**config.mk**
```make
export PLATFORM = sky130hd
export DESIGN_NAME = serial_addsub
export DESIGN_NICKNAME = d
export VERILOG_FILES = /design/src/rtl/serial_addsub.sv
export SDC_FILE = /design/constraint.sdc
export NUM_CORES = 1
export LEC_CHECK = 0
export BUFFER_PORTS_ARGS = -buffer_cell sky130_fd_sc_hd__clkbuf_2
export CORE_ASPECT_RATIO = 2
export CORE_MARGIN = 5
export CORE_UTILIZATION = 57
export CTS_CLUSTER_DIAMETER = 120
export DETAILED_ROUTE_END_ITERATION = 8
export PLACE_DENSITY = 0.79
export SYNTH_ARGS = -nofsm -noshare
export SYNTH_HDL_FRONTEND = slang
export SYNTH_SLANG_ARGS = --single-unit
```
**constraint.sdc**
```tcl
create_clock -name clk -period 4.28 [get_ports clk]
set_clock_uncertainty 0.05 [all_clocks]
set_input_delay 0.642 -clock clk [delete_from_list [all_inputs] [get_ports clk]]
set_output_delay 0.642 -clock clk [all_outputs]
set_load 0.05 [all_outputs]
```
**src/rtl/serial_addsub.sv**
```systemverilog
// serial_addsub: LSB-first multi-cycle add/sub
// BITS_PER_CYCLE slice, start/busy/done handshake
module serial_addsub #(
  parameter int WIDTH          = 8,
  parameter int BITS_PER_CYCLE = 1
) (
  input  logic             clk,
  input  logic             rst_n,
  input  logic             start,
  input  logic             sub,
  input  logic [WIDTH-1:0] A,
  input  logic [WIDTH-1:0] B,
  input  logic             Ci,
  output logic [WIDTH-1:0] S,
  output logic             Co,
  output logic             Ov,
  output logic             busy,
  output logic             done
);

  localparam int BPC = BITS_PER_CYCLE;
  localparam int N   = WIDTH / BPC;
  localparam int CW  = (N > 1) ? $clog2(N) : 1;

  if ((WIDTH % BPC) != 0) begin : g_bad_div
    $error("WIDTH must be a multiple of BITS_PER_CYCLE");
  end

  if (WIDTH < 2) begin : g_bad_width
    $error("WIDTH must be at least 2");
  end

  typedef enum logic [1:0] {
    IDLE,
    RUN,
    DONE
  } state_t;

  state_t state;
  state_t state_nxt;

  logic [WIDTH-1:0] a_sr;
  logic [WIDTH-1:0] b_sr;
  logic [WIDTH-1:0] s_nxt;
  logic [CW-1:0]    cnt;
  logic             carry;
  logic             capture;
  logic             last;
  logic [BPC:0]     chunk;
  logic             msb_cin;

  assign busy    = (state == RUN);
  assign done    = (state == DONE);
  assign capture = start && (state != RUN);
  assign last    = (cnt == '0);

  assign chunk = {1'b0, a_sr[BPC-1:0]}
               + {1'b0, b_sr[BPC-1:0]}
               + {{BPC{1'b0}}, carry};

  // carry into the top bit of the slice, recovered from its sum bit
  assign msb_cin = chunk[BPC-1]
                 ^ a_sr[BPC-1]
                 ^ b_sr[BPC-1];

  if (BPC == WIDTH) begin : g_full
    assign s_nxt = chunk[BPC-1:0];
  end else begin : g_part
    assign s_nxt = {chunk[BPC-1:0], S[WIDTH-1:BPC]};
  end

  // state register
  always_ff @(posedge clk or negedge rst_n) begin
    if (!rst_n) begin
      state <= IDLE;
    end else begin
      state <= state_nxt;
    end
  end

  // next-state: start only matters outside RUN
  always_comb begin
    state_nxt = state;
    case (state)
      IDLE:    if (start) state_nxt = RUN;
      RUN:     if (last) state_nxt = DONE;
      DONE:    state_nxt = start ? RUN : IDLE;
      default: state_nxt = IDLE;
    endcase
  end

  // operand capture and one slice per RUN cycle
  always_ff @(posedge clk or negedge rst_n) begin
    if (!rst_n) begin
      a_sr  <= '0;
      b_sr  <= '0;
      S     <= '0;
      cnt   <= '0;
      carry <= 1'b0;
      Co    <= 1'b0;
      Ov    <= 1'b0;
    end else if (capture) begin
      a_sr  <= A;
      b_sr  <= B ^ {WIDTH{sub}};
      carry <= Ci ^ sub;
      cnt   <= CW'(N - 1);
    end else if (busy) begin
      a_sr  <= a_sr >> BPC;
      b_sr  <= b_sr >> BPC;
      S     <= s_nxt;
      carry <= chunk[BPC];
      cnt   <= cnt - 1'b1;
      if (last) begin
        Co <= chunk[BPC];
        Ov <= chunk[BPC] ^ msb_cin;
      end
    end
  end

endmodule
```
==> run_results.csv <==
group,metric,value,unit
outcome,outcome,"finished clean",
drt,drtIter0Drc,23,
worst_setup_path,max_stage_delay,0.80,ns
worst_setup_path,reg2reg_to,"S[1]",
clock_tree,clkTransAtPathRegs,0.06,ns
clock_tree,cts-root-buf,"clkbuf_8",
worst_setup_path,path_max_fanout,49,
sta,worst_pin_slew,0.949,ns
logic_synthesis,synth_edf_count,0,
final_layout,fillers,203,
job,drv_cap,0,
worst_setup_path,arrival,1.88,ns
sta,hold_viol,0,
clock_tree,cts_inserted_buffers,5,
sta,rsz0062_at_grt,"false",
clock_tree,htreeDepth,2,
logic_synthesis,yosysUniqueCellTypes,28,
clock_tree,cts_tree,"built",
logic_synthesis,ys_ff_latch,32,
final_layout,antenna_cells,0,
logic_synthesis,async_flop_share,100,%
drt,drc_errors,0,
place,gp_congestion,0.699,
floorplan,initial_utilization,58.0,%
place,numPortBuffers,32,
drt,postRouteAntennaNets,0,
sta,finalSetupViolCount,0,
grt,grt_pass1_wl,4.66,mm
sta,setup_tns,0,ns
floorplan,core_area,2740,um^2
floorplan,fp.dieW,47.3,um
clock_tree,post_cts_buffers,0,
logic_synthesis,syn_avg_cell_area,11.9,um^2
floorplan,rows,27,
logic_synthesis,yosys_warnings,0,
sta,relSlewSlack,36.6,%
drt,dr.pass1.iters,2,
power_and_ir_drop,power_per_cell_area,808,nW/um^2
worst_setup_path,worst-setup-path-type,"register to output port",
sta,period_share,60.1,%
final_layout,regArea,801,um^2
sta,max_freq,389,MHz
worst_setup_path,end_kind,"output port",
grt,grt_util_all_layers,16.0,%
sta,drv_slew,0,
final_layout,layout.cells.most_common_list,"dfrtp_1 (32), clkbuf_2 (32), mux2i_1 (16), o21ai_0 (16), nand2_1 (15)",
worst_setup_path,crit_slowest_cell,"nor2b_4",
logic_synthesis,netlist_instances,133,
grt,antenna_found_initial,0,
clock_tree,cts_resized,0,
clock_tree,clock_sinks,32,
logic_synthesis,synth_nets,157,
logic_synthesis,ys.flop_type,"dfrtp_1",
floorplan,die_height,84.6,um
floorplan,die_area,4010,um^2
power_and_ir_drop,ir_drop,0.000578,V
floorplan,ios,33,
drt,vias,1026,
drt,routed_wl,2.72,mm
worst_setup_path,r2r-start,"state[0]",
drt,avgRoutedWirePerCell,14.1,um
final_layout,utilization,66.3,%
grt,grt_remaining_overflow,0,
worst_setup_path,rr_worst_depth,2,
final_layout,area_delta_synth_final,14.2,%
worst_setup_path,required,3.59,ns
sta,min_period,2.57,ns
grt,grt_pass1_vias,1092,
power_and_ir_drop,p_leak,0.907,nW
clock_tree,clk_path_buf_depth,2,
clock_tree,ctsHoldBuffers,0,
final_layout,layout-drive-gt1-share,32.9,%
final_layout,multi_input_area,674,um^2
clock_tree,clkLatencyLatePin,0.28,ns
drt,via_per_inst,5.32,
final_layout,nets,187,
grt,grt_max_degree,50,
worst_setup_path,startpoint_type,"register",
worst_setup_path,ff2ff_setup_slack,2.51,ns
place,hpwl,1.96,mm
worst_setup_path,crit_chain,"nor2b_4 > clkbuf_2",
logic_synthesis,seq_area_frac_synth,50.4,%
worst_hold_path,hold_path.class,"input pin to async pin",
logic_synthesis,syn_area,1590,um^2
## worst max-delay path by stage
stage	start	end	slack (ns)	cells past startpoint
after detailed placement	state[0]	busy	1.99	2
after global placement	state[1]	busy	2.03	2
after CTS	state[0]	busy	1.67	2
after global routing	state[0]	busy	1.53	2
after floorplan	state[1]	busy	2.74	3
final	state[0]	busy	1.71	2
## power breakdown
group / leakage [nW] / switching [mW] / internal, mW
registers: 0.395 / 0.0875 / 0.437
logic: 0.447 / 0.398 / 0.229
clock network: 0.0645 / 0.110 / 0.205
total: 0.907 / 0.595 / 0.871
## Yosys cell counts (2+ instances only)
cell	count	area [um^2]
dfrtp_1	32	801
mux2i_1	16	160
o21ai_0	16	80.1
nand2_1	15	56.3
mux2_2	8	90.1
xor2_1	8	70.1
inv_1	4	15.0
nor2_1	4	15.0
xnor2_1	4	35.0
a21oi_1	3	15.0
buf_4	2	15.0
buf_6	2	22.5
buf_8	2	30.0
ha_1	2	25.0
nor3_1	2	10.0
## cell type report
class	instances	area share [%]
flip-flops and latches	32	44.2
multi-input cells	88	37.2
clock inverters	1	1.66
well taps	29	2.00
inverters	4	0.828
repair buffers	32	8.83
clock buffers	7	5.31
## registers in the layout, summed over array words and instances, names as in the netlist
signal,cells
Ov,1
a_sr,8
cnt,3
S,8
Co,1
state,2
carry,1
b_sr,8
## critical path: cells and delay by family (launching register included)
kind | cells | cell delay, ns
and+or+nand+nor | 1 | 0.80
DFF | 1 | 0.38
buffers and inverters | 1 | 0.42
## routing by layer
metal | routed length, um | GRT usage (%)
met1 | 995 | 18.6
met2 | 1500 | 25.4
met3 | 154 | 4.72
met4 | 67 | 7.56
met5 | 0 | 0
## stage by stage
stage / worst slack (ns) / power (mW) / cells / instance area [um^2] / hold slack (ns)
global placement: 2.03 / 1.14 / 185 / 1690 / 0.412
detailed placement: 1.99 / 1.17 / 185 / 1690 / 0.419
finish: 1.71 / 1.47 / 193 / 1810 / 0.382
floorplan: 2.74 / 1.08 / 133 / 1590 / 0.296
global route: 1.53 / 1.57 / 193 / 1810 / 0.437
CTS: 1.67 / 1.49 / 193 / 1810 / 0.401
## logic make-up after synthesis
| kind of cell | share of synthesized area (%) |
|---|---|
| buf+inv | 7.09 |
| simple gates | 8.51 |
| xor+xnor | 6.62 |
| fa+ha+maj | 2.84 |
| flops | 50.4 |
| compound gates | 7.80 |
| mux | 16.7 |
Note: power is estimated with default switching activity, not from simulation.
